`src/rtl/expr_pkg.sv`:
```
// Shared types and constants for the expression-stream checker and future tokenizer blocks.
// Contents:
//   state_e       checker FSM states
//   char_class_e  character classes produced by expr_char_class
//   ASCII_*       character codes the classifier recognises
package expr_pkg;

  typedef enum logic [2:0] {
    S_START,
    S_OP,
    S_NUM,
    S_CLOSE,
    S_ERR
  } state_e;

  typedef enum logic [2:0] {
    C_DIGIT,
    C_OP,
    C_LP,
    C_RP,
    C_SEMI,
    C_OTHER
  } char_class_e;

  localparam logic [7:0] ASCII_ZERO   = 8'h30;  // '0'
  localparam logic [7:0] ASCII_NINE   = 8'h39;  // '9'
  localparam logic [7:0] ASCII_PLUS   = 8'h2B;  // '+'
  localparam logic [7:0] ASCII_MINUS  = 8'h2D;  // '-'
  localparam logic [7:0] ASCII_STAR   = 8'h2A;  // '*'
  localparam logic [7:0] ASCII_SLASH  = 8'h2F;  // '/'
  localparam logic [7:0] ASCII_LPAREN = 8'h28;  // '('
  localparam logic [7:0] ASCII_RPAREN = 8'h29;  // ')'
  localparam logic [7:0] ASCII_SEMI   = 8'h3B;  // ';'

endpackage

```
`src/rtl/expr_char_class.sv`:
```
// Purely combinational ASCII character classifier.
// Ports:
//   in   8-bit ASCII character
//   cls  character class (digit, operator, '(', ')', ';', other)
// ';' is always reported as C_SEMI here; whether a terminator is meaningful is up to the
// consumer.
module expr_char_class
  import expr_pkg::*;
(
  input  logic [7:0]  in,
  output char_class_e cls
);

  always_comb begin
    cls = C_OTHER;
    if ((in >= ASCII_ZERO) && (in <= ASCII_NINE)) begin
      cls = C_DIGIT;
    end else begin
      case (in)
        ASCII_PLUS, ASCII_MINUS, ASCII_STAR, ASCII_SLASH: cls = C_OP;
        ASCII_LPAREN: cls = C_LP;
        ASCII_RPAREN: cls = C_RP;
        ASCII_SEMI:   cls = C_SEMI;
        default:      cls = C_OTHER;
      endcase
    end
  end

endmodule

```
`config.mk`:
```
export PLATFORM = sky130hd
export DESIGN_NAME = expr_char_class
export DESIGN_NICKNAME = d
export VERILOG_FILES = /design/src/rtl/expr_pkg.sv /design/src/rtl/expr_char_class.sv
export SDC_FILE = /design/constraint.sdc
export NUM_CORES = 1
export LEC_CHECK = 0
export CAP_MARGIN = 10
export CORE_AREA = 2 2 39 41
export DETAILED_ROUTE_END_ITERATION = 7
export DIE_AREA = 0 0 41 43
export SKIP_LAST_GASP = 1
export SLEW_MARGIN = 5
export SYNTH_ARGS = -nofsm -noshare
export SYNTH_HDL_FRONTEND = slang
export SYNTH_SLANG_ARGS = --single-unit
```
`constraint.sdc`:
```
create_clock -name vclk -period 1.1
set_input_delay 0.275 -clock vclk [all_inputs]
set_output_delay 0.275 -clock vclk [all_outputs]
set_load 0.02 [all_outputs]
```
# Word level (Yosys, flattened, before mapping)
# Cells that the tools add are included.
# op_classes
order_cmp	2
eq_ne	7
n_reduce_logical	2
mux	2
# ops
op	n
$eq 8x6->1 const B	7
$pmux 3 s4	1
$ge 8x6->1 const B	1
$le 8x6->1 const B	1
$reduce_or 4->1	1
$mux 3	1
$logic_and 1x1->1	1
# totals
in_bits	8
elab_cells	13
register_bits	0
out_inout_bits	3

# Depth between registers and ports, before layout
# Gate-level depths: netlist of the first run.
# logic_depth
depth_word	4
mapped_depth	3
depth_no_buf	3

# Worst setup path after synthesis of the first run
# No wires, ideal clock.
# synth_timing
path_type	input-to-output
start	input port in[0]
end	output port cls[2]
t_arrival_ns	1.014
slack_ns	-0.189
required_time_ns	0.825
cell_stages	3
n_path_buf	0
cell_sequence	nor2b_1 o21a_1 o21ai_0
# synth_via
elab_chain_len	4
elab_cells_between_ends	13
cone_classes	order compare: 2; eq/ne: 7; mux: 2; reduce/logical: 2
# synth_rtl
element	line	text
start: declaration	expr_char_class.sv:10	input logic [7:0] in,
$eq 8x6->1	expr_char_class.sv:19	case (in)
$reduce_or 4->1	expr_char_class.sv:19	
$pmux 3 s4	expr_char_class.sv:19	
$mux 3 (*)	expr_char_class.sv:16	if ((in >= ASCII_ZERO) && (in <= ASCII_NINE)) begin
end: declaration	expr_char_class.sv:11	output char_class_e cls
# Every way passes the cells marked *; elsewhere a longest branch is shown, timed or not.

# Final worst setup path of the first run
# layout_timing
start	input port in[1]
end	output port cls[0]
# The elaborated chain is that of the path after synthesis.

==> results.toml, run 1 <==
[status]
outcome = "finished with violations"
failed_checks = "setup timing"

[finish]
clock_buffers = 0
n_sequential_cell = 0
ff_latch_area_um2 = 0
antenna_cells = 0
finish.utilization = 0.173
fin_nets = 35
syn_to_final_growth_pct = 208
drive_gt1_frac = 0.800

[grt]
antenna_found_initial = 0
grt_use_met3 = 0.00524
grt_pass1_wl_um = 372
grt_pass1_vias = 118
grt_util_met1 = 0.0285
grt_overflow = 0
track_usage = 0.0270
use_met2 = 0.0531
grt_max_degree = 6
top_usage_layer = "met2"

[timing]
setup_viol = 3
rsz0062_at_grt = "yes"
relSlewSlack = 0.906
period_minus_slack_ps = 1360
fmax_ghz = 0.737
final.period_utilization = 1.23
tns_ps = -446
slew_viol_final = 0
worst_slew_pin_slew_ps = 141
finalHoldViolations = 0
setup_slack_ps = -256

[die]
start_util = 0.0561
dieArea_um2 = 1760
die_x_um = 41
core-area_um2 = 1380
rows = 14
io-pin-count = 11
die_h_um = 43

[detailed_routing]
vias = 145
routed_wirelength_um = 315
first_iter_violations = 1
ant_nets = 0
firstDrtPassIters = 2
drc_errors = 0
vias_per_cell = 3.54
wl_per_cell_um = 7.68

[place]
pre_cts_slack_ps = -1090
routabilityCongestion = 0.482
hpwl_um = 245
io_buffers = 11

[synthesis]
synthCells = 12
synth_warnings = 0
synth_most_common_cell = "a21oi_1"
synth_nets = 20
synth_top_area_frac = 0.145
netlist_area_um2 = 77.6
synth_area_per_cell_um2 = 6.46
ys_seq_area_frac = 0
yosysUniqueCellTypes = 11
synthTopCellsByArea = "and4b_2, a21oi_1, and2b_2, or3b_1, nor3b_1"
synth_area_leader_cell = "and4b_2"

[critical_path]
required_ps = 820
path_max_fanout = 3
cp.arrival_ps = 1080
path_class = "input port to primary output"
endpoint_kind = "primary output"
startpoint_type = "input port"

[power_and_ir_drop]
ir_worst_vdd_v = 0.0000353
powerDensity_nw_per_um2 = 279
power.total_mw = 0.0667
p_leak_nw = 0.102

[hold_path]
min_path_type = "input port to primary output"

[flow_run]
cap_violations = 0
placed cells by master, fill, tap and decap left out:
cell type / netlist / final
buf_2: 0 / 3
nor2b_1: 1 / 1
nand2_1: 1 / 1
and2b_2: 1 / 1
or3b_4: 0 / 1
and4b_2: 1 / 1
a21oi_2: 0 / 1
o21ai_2: 0 / 2
o21a_1: 1 / 1
a21oi_1: 2 / 1
nor3b_4: 0 / 1
buf_6: 0 / 7
buf_4: 0 / 3
nor2_1: 1 / 1
cell families after synthesis:
family             share of synthesized area
and+or+nand+nor                        0.645
AOI/OAI and AO/OA                      0.355
stage by stage:
step	std cells	area (um^2)	hold WS, ps
after global placement	40	224	1750
final	41	239	925
after detailed placement	40	224	1750
after CTS	40	208	945
after floorplan	12	86.3	686
after global routing	41	239	938
where the power goes:
group	leakage [nW]	switching (mW)	internal [mW]
registers	0	0	0
clock network	0	0	0
logic	0.102	0.0250	0.0416
total	0.102	0.0250	0.0416
worst max-delay path, stage by stage:
cell and delay, ps:
buf_6 90, or3b_4 380, a21oi_2 140, o21ai_2 70
buf_6 120
layer usage:
layer  vias up  wire, um
met4         0         0
met2        10       136
met5         -         0
met3         0        70
met1        63       108
li1         72         -
worst paths after layout:
kind,to,slack (ps),depth (start not counted),startpoint
worst max-delay path,cls[0],-260,5,in[1]
worst min-delay path,cls[0],930,4,in[2]
layout make-up:
| class | count | area [um^2] |
|---|---|---|
| fillers | 157 | 1140 |
| repair buffers | 13 | 116 |
| multi-input cells | 12 | 103 |
| well taps | 16 | 20.0 |
what timing repair did:
action / in CTS / in global routing
hold buffers: 0 / 0
gates resized for setup: 52 / 5
setup buffers: 0 / 1
endpoints found under the setup margin: 3 / 3
pin swaps: 7 / 6
No activity file was read; power rests on OpenSTA's default activity.
==> inputs of run 2 (changes only) <==
--- a/config.mk
+++ b/config.mk
@@ -5,6 +5,7 @@
 export SDC_FILE = /design/constraint.sdc
 export NUM_CORES = 1
 export LEC_CHECK = 0
+export ABC_CLOCK_PERIOD_IN_PS = 1100
 export CAP_MARGIN = 10
 export CORE_AREA = 2 2 39 41
 export DETAILED_ROUTE_END_ITERATION = 7
==> results of run 2 <==
No change in the layout: final DEF, timing and power equal those of run 1.
